`src/rtl/cache_fill_ctrl.sv`:
```
// Miss sequencer for one cache line: optional dirty-victim write-back, word-by-word
// refill into the line adapter, commit strobe, then adapter clear.
module cache_fill_ctrl #(
  parameter int WORDS   = 8,
  parameter int ADDR_W  = 32,
  parameter int DATA_W  = 32,
  parameter int TIMEOUT = 64
) (
  input  logic                     clk,
  input  logic                     clr,
  input  logic                     miss_req,
  input  logic [ADDR_W-1:0]        miss_addr,
  input  logic                     dirty,
  input  logic [ADDR_W-1:0]        victim_addr,
  output logic [$clog2(WORDS)-1:0] vic_idx,
  input  logic [DATA_W-1:0]        vic_rdata,
  output logic                     mem_req,
  output logic                     mem_we,
  output logic [ADDR_W-1:0]        mem_addr,
  output logic [DATA_W-1:0]        mem_wdata,
  input  logic                     mem_ack,
  input  logic [DATA_W-1:0]        mem_rdata,
  output logic                     cla_we,
  output logic                     cla_next,
  output logic [ADDR_W-1:0]        cla_addr,
  output logic [DATA_W-1:0]        cla_data,
  input  logic                     cla_full,
  output logic                     cla_clr,
  output logic                     line_we,
  output logic                     busy,
  output logic                     done,
  output logic                     err
);

  // state       | meaning
  // S_IDLE      | waiting for miss_req
  // S_WB        | writing victim word cnt to memory
  // S_FILL      | reading new-line word cnt from memory into the adapter
  // S_WAIT_FULL | waiting for the adapter to report a full line
  // S_COMMIT    | one-cycle line_we to the cache array
  // S_DONE      | one-cycle done + adapter clear
  // S_ERR       | one-cycle err + adapter clear after a timeout

  localparam int IDX_W = $clog2(WORDS);
  localparam int TMO_W = $clog2(TIMEOUT + 1);
  localparam logic [ADDR_W-1:0] LINE_MASK = ~(ADDR_W'(WORDS * 4 - 1));

  typedef enum logic [2:0] {
    S_IDLE, S_WB, S_FILL, S_WAIT_FULL, S_COMMIT, S_DONE, S_ERR
  } state_t;

  state_t             state, state_nxt;
  logic [IDX_W-1:0]   cnt;
  logic [TMO_W-1:0]   tmo;
  logic [ADDR_W-1:0]  miss_base, victim_base;
  logic [ADDR_W-1:0]  word_ofs;
  logic               last_word, tmo_hit, xfer;

  assign last_word = (cnt == IDX_W'(WORDS - 1));
  assign tmo_hit   = (tmo == TMO_W'(TIMEOUT - 1));
  assign xfer      = mem_req & mem_ack;
  assign word_ofs  = ADDR_W'({cnt, 2'b00});

  always_comb begin
    state_nxt = state;
    case (state)
      S_IDLE:      if (miss_req) state_nxt = dirty ? S_WB : S_FILL;
      S_WB:        if (mem_ack) begin
                     if (last_word) state_nxt = S_FILL;
                   end else if (tmo_hit) state_nxt = S_ERR;
      S_FILL:      if (mem_ack) begin
                     if (last_word) state_nxt = S_WAIT_FULL;
                   end else if (tmo_hit) state_nxt = S_ERR;
      S_WAIT_FULL: if (cla_full) state_nxt = S_COMMIT;
                   else if (tmo_hit) state_nxt = S_ERR;
      S_COMMIT:    state_nxt = S_DONE;
      S_DONE:      state_nxt = S_IDLE;
      S_ERR:       state_nxt = S_IDLE;
      default:     state_nxt = S_IDLE;
    endcase
  end

  // Flag outputs are registered from the next state so they line up with it exactly.
  always_ff @(posedge clk or negedge clr) begin
    if (!clr) begin
      state       <= S_IDLE;
      cnt         <= '0;
      tmo         <= '0;
      miss_base   <= '0;
      victim_base <= '0;
      busy        <= 1'b0;
      mem_req     <= 1'b0;
      mem_we      <= 1'b0;
      line_we     <= 1'b0;
      done        <= 1'b0;
      err         <= 1'b0;
      cla_clr     <= 1'b0;
    end else begin
      state   <= state_nxt;
      busy    <= (state_nxt != S_IDLE);
      mem_req <= (state_nxt == S_WB) || (state_nxt == S_FILL);
      mem_we  <= (state_nxt == S_WB);
      line_we <= (state_nxt == S_COMMIT);
      done    <= (state_nxt == S_DONE);
      err     <= (state_nxt == S_ERR);
      cla_clr <= (state_nxt == S_DONE) || (state_nxt == S_ERR);

      if (state == S_IDLE && miss_req) begin
        miss_base   <= miss_addr & LINE_MASK;
        victim_base <= victim_addr & LINE_MASK;
        cnt         <= '0;
      end else if (xfer) begin
        cnt <= cnt + IDX_W'(1);  // wraps to 0 after the last word
      end

      if (state_nxt != state || xfer)
        tmo <= '0;
      else if (state == S_WB || state == S_FILL || state == S_WAIT_FULL)
        tmo <= tmo + TMO_W'(1);
    end
  end

  always_comb begin
    vic_idx   = '0;
    mem_addr  = '0;
    mem_wdata = '0;
    cla_we    = 1'b0;
    cla_next  = 1'b0;
    cla_addr  = '0;
    cla_data  = '0;
    if (state == S_WB) begin
      vic_idx   = cnt;
      mem_addr  = victim_base + word_ofs;
      mem_wdata = vic_rdata;
    end else if (state == S_FILL) begin
      mem_addr = miss_base + word_ofs;
      if (mem_ack) begin
        cla_we   = 1'b1;
        cla_next = 1'b1;
        cla_addr = ADDR_W'(cnt);
        cla_data = mem_rdata;
      end
    end
  end

endmodule

```
`config.mk`:
```
export PLATFORM = sky130hd
export DESIGN_NAME = cache_fill_ctrl
export DESIGN_NICKNAME = d
export VERILOG_FILES = /design/src/rtl/cache_fill_ctrl.sv
export SDC_FILE = /design/constraint.sdc
export NUM_CORES = 1
export LEC_CHECK = 0
export ABC_AREA = 1
export BUFFER_PORTS_ARGS = -buffer_cell sky130_fd_sc_hd__buf_2
export CORE_MARGIN = 2
export CORE_UTILIZATION = 35
export DETAILED_ROUTE_END_ITERATION = 10
export PLACE_DENSITY = 0.68
export SLEW_MARGIN = 30
export SYNTH_ARGS = -nofsm -noshare
export SYNTH_HDL_FRONTEND = slang
export SYNTH_SLANG_ARGS = --single-unit
```
`constraint.sdc`:
```
create_clock -name clk -period 2.3 [get_ports clk]
set_input_delay 0.23 -clock clk [delete_from_list [all_inputs] [get_ports clk]]
set_output_delay 0.23 -clock clk [all_outputs]
set_load 0.01 [all_outputs]
```
### Word-level counts from Yosys, hierarchy flattened

Index checks and enable logic that the tools add are counted.

| storage, ports and cells | value |
|---|---|
| register bits | 74 |
| output and inout port bits | 140 |
| logic and storage cells | 65 |

| cells by class | value |
|---|---|
| $add $sub $neg | 4 |
| equality and inequality tests | 12 |
| muxes and demuxes | 26 |
| bitwise logic cells | 1 |
| reduce and logical (&&, ||, !) cells | 10 |

Operators with widths:

| cell | count |
|---|---|
| two-way mux 32 bit | 6 |
| adder 32 x 5 -> 32 bit | 2 |
| two-way mux 3 bit | 13 |
| == test 3 bit, second input constant | 5 |
| case mux 3 bit (5 select lines) | 1 |
| two-way mux 7 bit | 2 |
| == test 3 x 2 -> 1 bit, second input constant | 3 |
| adder 7 x 1 -> 7 bit, second input constant | 1 |
| == test 7 x 6 -> 1 bit, second input constant | 1 |
| == test 3 x 1 -> 1 bit, second input constant | 2 |
| logical OR 1 bit | 5 |
| nonzero test 2 bit | 2 |
| adder 3 x 1 -> 3 bit, second input constant | 1 |
| zero test 3 bit | 1 |
| two-way mux 1 bit | 3 |
| inequality test 3 bit | 1 |
| nonzero test 3 bit | 1 |
| two-way mux 2 bit | 1 |
| bitwise AND 1 bit | 1 |
| logical AND 1 bit | 1 |

### Depth between registers and ports, before layout

Gate-level depths: netlist of run 1.

| logic depth | value |
|---|---|
| depth after elaboration | 7 |
| mapped depth | 12 |

### Worst setup path after synthesis of run 1

OpenSTA, ideal clock, no wires.

| timing | value |
|---|---|
| kind | reg-to-output |
| start point | register state[0] |
| end point | output mem_addr[11] |
| data arrival time | 1344 ps |
| required time | 2070 ps |
| slack | 726 ps |
| stages on the path, launching flop included | 5 |
| buffers on the path | 2 |
| cells stage by stage | dfrtp_1 -> inv_2 -> clkbuf_1 -> buf_1 -> a32o_1 |

| on the way | value |
|---|---|
| word-level cells in the longest chain between the ends | 3 |
| elaborated cells between the ends (all ways) | 4 |
| those cells by class | eq/ne (2); mux (2) |

Ends and longest elaborated chain:

| item | line | source |
|---|---|---|
| from (decl) | 52 | `state_t state, state_nxt;` |
| from (signal assigned) | 99 | `state <= state_nxt;` |
| == test 3 x 2 -> 1 bit | 135 | `end else if (state == S_FILL) begin` |
| two-way mux 32 bit | 135 |  |
| two-way mux 32 bit (*) | 131 | `if (state == S_WB) begin` |
| to (decl) | 19 | `output logic [ADDR_W-1:0] mem_addr,` |

Every way passes the cells marked *; elsewhere a longest branch is shown, timed or not.

### Worst setup path after layout of run 1

| timing | value |
|---|---|
| start point | register state[2] |
| end point | output mem_addr[21] |

Same word-level chain as after synthesis.

==> impl_metrics.csv, run 1 <==
group,metric,value,unit
sta,clock_skew,3.75,ps
power,finalPower,6730,uW
cts,cts_buffers,9,
hold_path,holdCritPathClass,"in2reg",
cts,cts.sinks,74,
floorplan,die_h,114,um
yosys,synth.avg_cell_area,7.26,sq um
drt,drtPass1Iterations,4,
finish,drive_gt1_share,33.3,%
power,p_switching,2900,uW
setup_path,cpLargestDelayFamily,"buffers and inverters",
yosys,ys_ff_latch,74,
setup_path,crit_path_cell_trace,"inv_2, nand3_4, inv_2, buf_4, a32o_1, buf_2",
sta,post-route-period-util,88.9,%
power,swShare,43.0,%
floorplan,die-area,13000,sq um
drt,dr.first_iter.drc_count,201,
cts,cts_root_buf,"clkbuf_16",
grt,grt_pass1_wl,17800,um
yosys,ys_types,29,
power,pwr-share-comb,49.3,%
sta,rsz0062_at_grt,"false",
drt,ant_nets,0,
setup_path,critPathKind,"reg2out",
sta,fmax,489,MHz
drt,drt-total-wl,11500,um
yosys,yosysSeqAreaShare,43.8,%
drt,viasPerCell,4.40,
setup_path,cpPeakStageDelay,450,ps
place,placed_cell_area,5410,sq um
drt,wl_per_cell,12.1,um
place,port-buffer-count,232,
setup_path,worst_ep_arrival_time,1810,ps
finish,multi_input_area,1880,sq um
setup_path,cp.depth,6,
power,clockPowerShare,18.6,%
finish,fin_nets,941,
grt,track_usage,17.2,%
place,gp_congestion,0.797,
drt,vias,4205,
yosys,synth_cells,582,
hold_path,hold_depth,3,
power,irDropWorstVdd,0.528,mV
yosys,synth_area_leader_cell,"dfrtp_1",
power,p_int,3840,uW
sta,setup_viol,0,
floorplan,io_pins,274,
finish,syn_to_final_growth,34.6,%
yosys,synth-edff-count,0,
yosys,yosys_warnings,0,
drt,drc_errors,0,
yosys,synthFlopType,"dfrtp_1",
setup_path,required,2070,ps
cts,cts_max_level,3,
setup_path,cp_slowest_cell,"dfrtp_1",
setup_path,start_kind,"flip-flop",
grt,antenna_found_initial,0,
cts,cts_buffer_depth,2,
floorplan,rows,40,
run_status,outcome,"completed",
sta,period_minus_slack,2040,ps
yosys,netlist_area,4230,sq um
job,maxCapViolCount,0,
yosys,yosys.area.top_type_share,43.8,%
power,leakage,0.00354,uW
grt,grt_pass1_vias,3670,
sta,drv_slew,0,
cts,clock_latency,320,ps
power,power_density,1180,nW/um^2
finish,final_util,47.8,%
finish,register_area,1850,sq um
cts,ctsResizeCount,0,
cts,cts_tree,"built",
sta,timing.setup.tns,0,ps
yosys,postSynth.asyncResetShare,100,%
power,seq_power_share,32.1,%
floorplan,start_util,35.5,%
floorplan,core_area,11900,sq um
setup_path,r2r_cells,10,
place,dpl.hpwl,8560,um
setup_path,worstSetupEndpointType,"output pin",
finish,n_antenna_cell,0,
grt,overflow,0,
yosys,synthTopCellsByArea,"dfrtp_1, nand2_1, nor2_1, a32o_1, buf_4",
finish,fin_area,5690,sq um
finish,fill_cells,1202,
setup_path,crit_top_cell,"inv_2",
floorplan,die_w,114,um
sta,holdWs,104,ps
grt,grt_max_degree,55,
sta,finalHoldViolCount,0,
setup_path,path_buf_inv,4,
setup_path,worst-path-max-fanout,27,
cts,clkTransAtPathRegs,50,ps
-- placed cells by master, fill, tap and decap left out --
cell           count
xor2_1             4
xnor2_1            2
buf_12             3
nand3b_1           1
nor2_1            92
nor3_1             1
nand2_1          223
inv_2              7
a21oi_1            4
dfrtp_1           74
clkbuf_16          9
nand4_1            1
buf_2            231
ha_1               3
nand2_2            1
conb_1            31
nand3_1           12
or2_1              1
clkbuf_8           1
nor2_4             1
dlygate4sd3_1      1
buf_4              7
o21ai_0            4
inv_1             53
mux2i_1            1
clkinv_2           3
a32o_1            27
nand3_4            1
nor2_2             2
clkbuf_1           3
nand3_2            3
a31oi_1            2
-- tightest hold or removal path, delay by kind of cell --
kind,cells,cell delay [ps]
buf+inv,1,70
simple gates,2,90
-- synthesized netlist by cell type, drive strengths merged (3+ instances only) --
library cell  count
nand2           224
nor2             95
dfrtp            74
inv              60
buf              42
a32o             27
clkbuf           19
nand3            16
a21oi             4
o21ai             4
xor2              4
ha                3
-- through the flow --
step,instances,setup slack [ps]
6_report,956,256
5_1_grt,956,105
4_1_cts,956,228
3_5_place_dp,939,505
3_3_place_gp,939,552
2_1_floorplan,612,726
-- flip-flops by register name, summed over array words and instances, names as in the netlist --
name / count
busy: 1
cla_clr: 1
cnt: 3
done: 1
err: 1
line_we: 1
mem_req: 1
mem_we: 1
miss_base: 27
state: 3
tmo: 7
victim_base: 27
-- area by class of cell --
cell class,count,share of cell area (%)
timing repair buffer,242,22.5
clock inverter,3,0.264
clock buffer,13,4.40
sequential,74,32.5
inverter,60,3.96
tap,147,3.23
multi-input combinational,417,33.1
-- repair_timing --
item | in CTS | in global routing
buffers inserted | 0 | 0
endpoints found under the setup margin | 0 | 0
hold buffers | 1 | 0
endpoints found under the hold margin | 33 | 0
-- power by group through the flow --
| stage | registers [uW] | clock network, uW | logic, uW |
|---|---|---|---|
| 2_1_floorplan | 2120 | 0 | 2230 |
| 3_3_place_gp | 2160 | 0 | 3340 |
| 3_5_place_dp | 2170 | 0 | 3370 |
| 4_1_cts | 2160 | 1290 | 3370 |
| 5_1_grt | 2230 | 1370 | 3740 |
| 6_report | 2160 | 1250 | 3320 |
-- final timing paths --
path | from | slack [ps] | endpoint
max in group asynchronous | clr | 1320 | state[2]$_DFF_PN0_
min reg2reg | miss_base[12]$_DFFE_PN0P_ | 470 | miss_base[12]$_DFFE_PN0P_
max | state[2]$_DFF_PN0_ | 260 | mem_addr[21]
min in group asynchronous | clr | 400 | victim_base[20]$_DFFE_PN0P_
min | miss_addr[29] | 100 | miss_base[29]$_DFFE_PN0P_
max reg2reg | state[2]$_DFF_PN0_ | 510 | tmo[6]$_DFFE_PN0P_
-- routing by layer --
layer,part of all wire (%),track usage (%),vias up
met4,1.3,5.69,0
met3,8.3,3.93,13
met1,43,23.0,1840
li1,-,-,2165
met2,48,27.7,187
met5,0,0,-
-- cell families after synthesis --
logic type	synth area share (%)
simple gates	31.8
mux	0.237
other cells	0.0887
xor+xnor	1.24
flops	43.8
buf+inv	14.3
compound gates	7.64
fa+ha+maj	0.888
Power figures use the tool's default switching activity.
==> run 2: changes to the inputs <==
ABC_AREA = not set   (was 1)
PLACE_DENSITY = 0.69   (was 0.68)
==> impl_metrics.csv, run 2 <==
group,metric,value,unit
yosys,ys_ff_latch,74,
finish,final_common_cell,"buf_2",
cts,cts.sinks,74,
drt,ant_nets,0,
hold_path,min_to,"victim_base[20]$_DFFE_PN0P_",
drt,viasPerCell,4.88,
yosys,synth-edff-count,0,
floorplan,die_w,112,um
setup_path,worst-path-max-fanout,41,
cts,cts_buffers,9,
grt,grt_pass1_vias,3516,
setup_path,required,2070,ps
yosys,yosys.area.top_type_share,45.4,%
power,finalPower,7310,uW
grt,grt_pass1_wl,17900,um
place,gp_congestion,0.800,
yosys,synth.avg_cell_area,11.0,sq um
cts,cts_max_level,3,
grt,antenna_found_initial,0,
yosys,yosysMostFrequentCell,"dfrtp_1",
place,port-buffer-count,232,
setup_path,worstSetupEndpointType,"output pin",
power,clockPowerShare,20.3,%
cts,cts_root_buf,"clkbuf_16",
place,placed_cell_area,5280,sq um
finish,syn_to_final_growth,37.8,%
cts,cts_buffer_depth,2,
setup_path,rr_startpoint,"state[2]$_DFF_PN0_",
setup_path,r2r_cells,3,
sta,fmax,457,MHz
cts,post_cts_buffers,0,
drt,drc_errors,0,
floorplan,io_pins,274,
floorplan,die_h,112,um
drt,wl_per_cell,15.9,um
power,swShare,36.9,%
floorplan,start_util,35.9,%
grt,grt_max_degree,56,
sta,setup_viol,0,
setup_path,cpPeakStageDelay,630,ps
drt,vias,3620,
sta,clock_skew,4.89,ps
yosys,synth_cells,371,
power,leakage,0.00310,uW
sta,post-route-period-util,95.1,%
finish,final_util,49.4,%
finish,fin_cells,742,
power,irDropWorstVdd,0.842,mV
power,pwr-share-comb,47.6,%
drt,drt-total-wl,11800,um
yosys,synth_area_leader_cell,"dfrtp_1",
place,place_inst,725,
cts,clkTransAtPathRegs,60,ps
drt,dr.first_iter.drc_count,145,
yosys,netlist_area,4080,sq um
hold_path,holdCritPathClass,"in2reg",
power,seq_power_share,32.1,%
run_status,outcome,"completed",
setup_path,start_kind,"flip-flop",
sta,rsz0062_at_grt,"false",
floorplan,core_area,11400,sq um
power,power_density,1300,nW/um^2
yosys,synthTopCellsByArea,"dfrtp_1, mux2_2, buf_4, and2_1, a22o_1",
finish,fin_area,5620,sq um
finish,fin_nets,731,
drt,drtPass1Iterations,4,
power,p_int,4610,uW
grt,overflow,0,
place,dpl.hpwl,9270,um
setup_path,cp_slowest_cell,"dfrtp_1",
sta,timing.setup.tns,0,ps
finish,final_cell_mix,"buf_2, dfrtp_1, mux2_2",
setup_path,worst_ep_arrival_time,1960,ps
power,p_switching,2700,uW
sta,worst_slew_pin_slew,591,ps
sta,finalHoldViolCount,0,
yosys,synthFlopType,"dfrtp_1",
grt,track_usage,18.1,%
sta,period_minus_slack,2190,ps
finish,drive_gt1_share,53.3,%
yosys,synth_common_cells,"dfrtp_1, mux2_2, and2_1",
setup_path,crit_path_cell_trace,"nor3b_4, buf_6, a22o_1, buf_2",
floorplan,rows,39,
finish,n_antenna_cell,0,
yosys,postSynth.asyncResetShare,100,%
yosys,ys_types,42,
finish,reg.largest.list,"miss_base: 27 flops, victim_base: 27 flops, tmo: 7 flops",
sta,drv_slew,0,
yosys,yosys_warnings,0,
floorplan,die-area,12500,sq um
setup_path,critPathKind,"reg2out",
yosys,yosysSeqAreaShare,45.4,%
sta,relSlewSlack,60.6,%
hold_path,hold_depth,2,
job,maxCapViolCount,0,
hold_path,hold_start,"victim_addr[20]",
setup_path,reg2reg_slack,380,ps
cts,clock_latency,330,ps
setup_path,r2r-end,"victim_base[14]$_DFFE_PN0P_",
cts,cts_tree,"built",
run 2: changes by cell type in the layout (fill, tap and decap cells not counted), moves of 27 or more:
| cell | previous run | this run |
|---|---|---|
| nor2_1 | 92 | 8 |
| and2_1 | 0 | 40 |
| a22o_1 | 0 | 27 |
| nand2_1 | 223 | 9 |
| inv_1 | 53 | 6 |
| and3_1 | 0 | 35 |
| a32o_1 | 27 | 0 |
| mux2_2 | 0 | 54 |
run 2: logic make-up after synthesis:
logic type | after synthesis | share of synthesized area (%)
fa+ha+maj | 4 | 1.20
other cells | 1 | 0.0920
simple gates | 120 | 17.7
flops | 74 | 45.4
compound gates | 42 | 8.90
xor+xnor | 8 | 1.72
mux | 56 | 15.4
buf+inv | 66 | 9.58
run 2: how the worst max path moves through the flow:
stage / startpoint / to / slack (ps)
after floorplan: state[1]$_DFF_PN0_ / cla_we / 550
after global placement: state[0]$_DFF_PN0_ / mem_addr[6] / 360
after detailed placement: state[0]$_DFF_PN0_ / mem_addr[6] / 340
after CTS: state[0]$_DFF_PN0_ / mem_addr[6] / 90
after global routing: state[0]$_DFF_PN0_ / mem_addr[15] / 2
final: state[0]$_DFF_PN0_ / mem_addr[6] / 110
run 2: worst max-delay path: cells and delay by family (launching register included):
| family | cells | cell delay, ps |
|---|---|---|
| AOI/OAI and AO/OA | 1 | 220 |
| buffers and inverters | 2 | 470 |
| DFF | 1 | 630 |
| and+or+nand+nor | 1 | 310 |
run 2: repair_timing:
item,in CTS,in global routing
hold buffers,1,0
hold endpoints to repair,19,0
setup endpoints to repair,5,0
resized for setup,2,0
run 2: layout make-up:
type	count	area [sq um]
Fill cell	1051	5750
Multi-Input combinational cell	261	1970
Sequential cell	74	1850
Timing Repair Buffer	240	1260
Clock buffer	11	243
Tap cell	143	179
Clock inverter	5	77.6
Inverter	8	30.0
run 2: stage by stage:
stage / worst slack, ps / hold slack (ps)
after floorplan: 549 / -65.6
after global placement: 356 / 200
after detailed placement: 341 / 214
after CTS: 85.3 / 119
after global routing: 1.57 / 125
final: 112 / 132
run 2: per-layer routing:
layer | track usage (%) | vias to the layer above | wire [um]
met2 | 30.9 | 165 | 5900
met1 | 21.3 | 1748 | 4680
met5 | 0 | - | 0
met3 | 6.70 | 13 | 1100
li1 | - | 1694 | -
met4 | 5.60 | 0 | 126
run 2: power by group through the flow:
stage	Clock (uW)	Sequential (uW)	Combinational (uW)
detailed placement	0	2380	3500
CTS	1510	2360	3530
global route	1580	2440	3790
global placement	0	2320	3410
floorplan	0	2190	2410
finish	1480	2350	3480
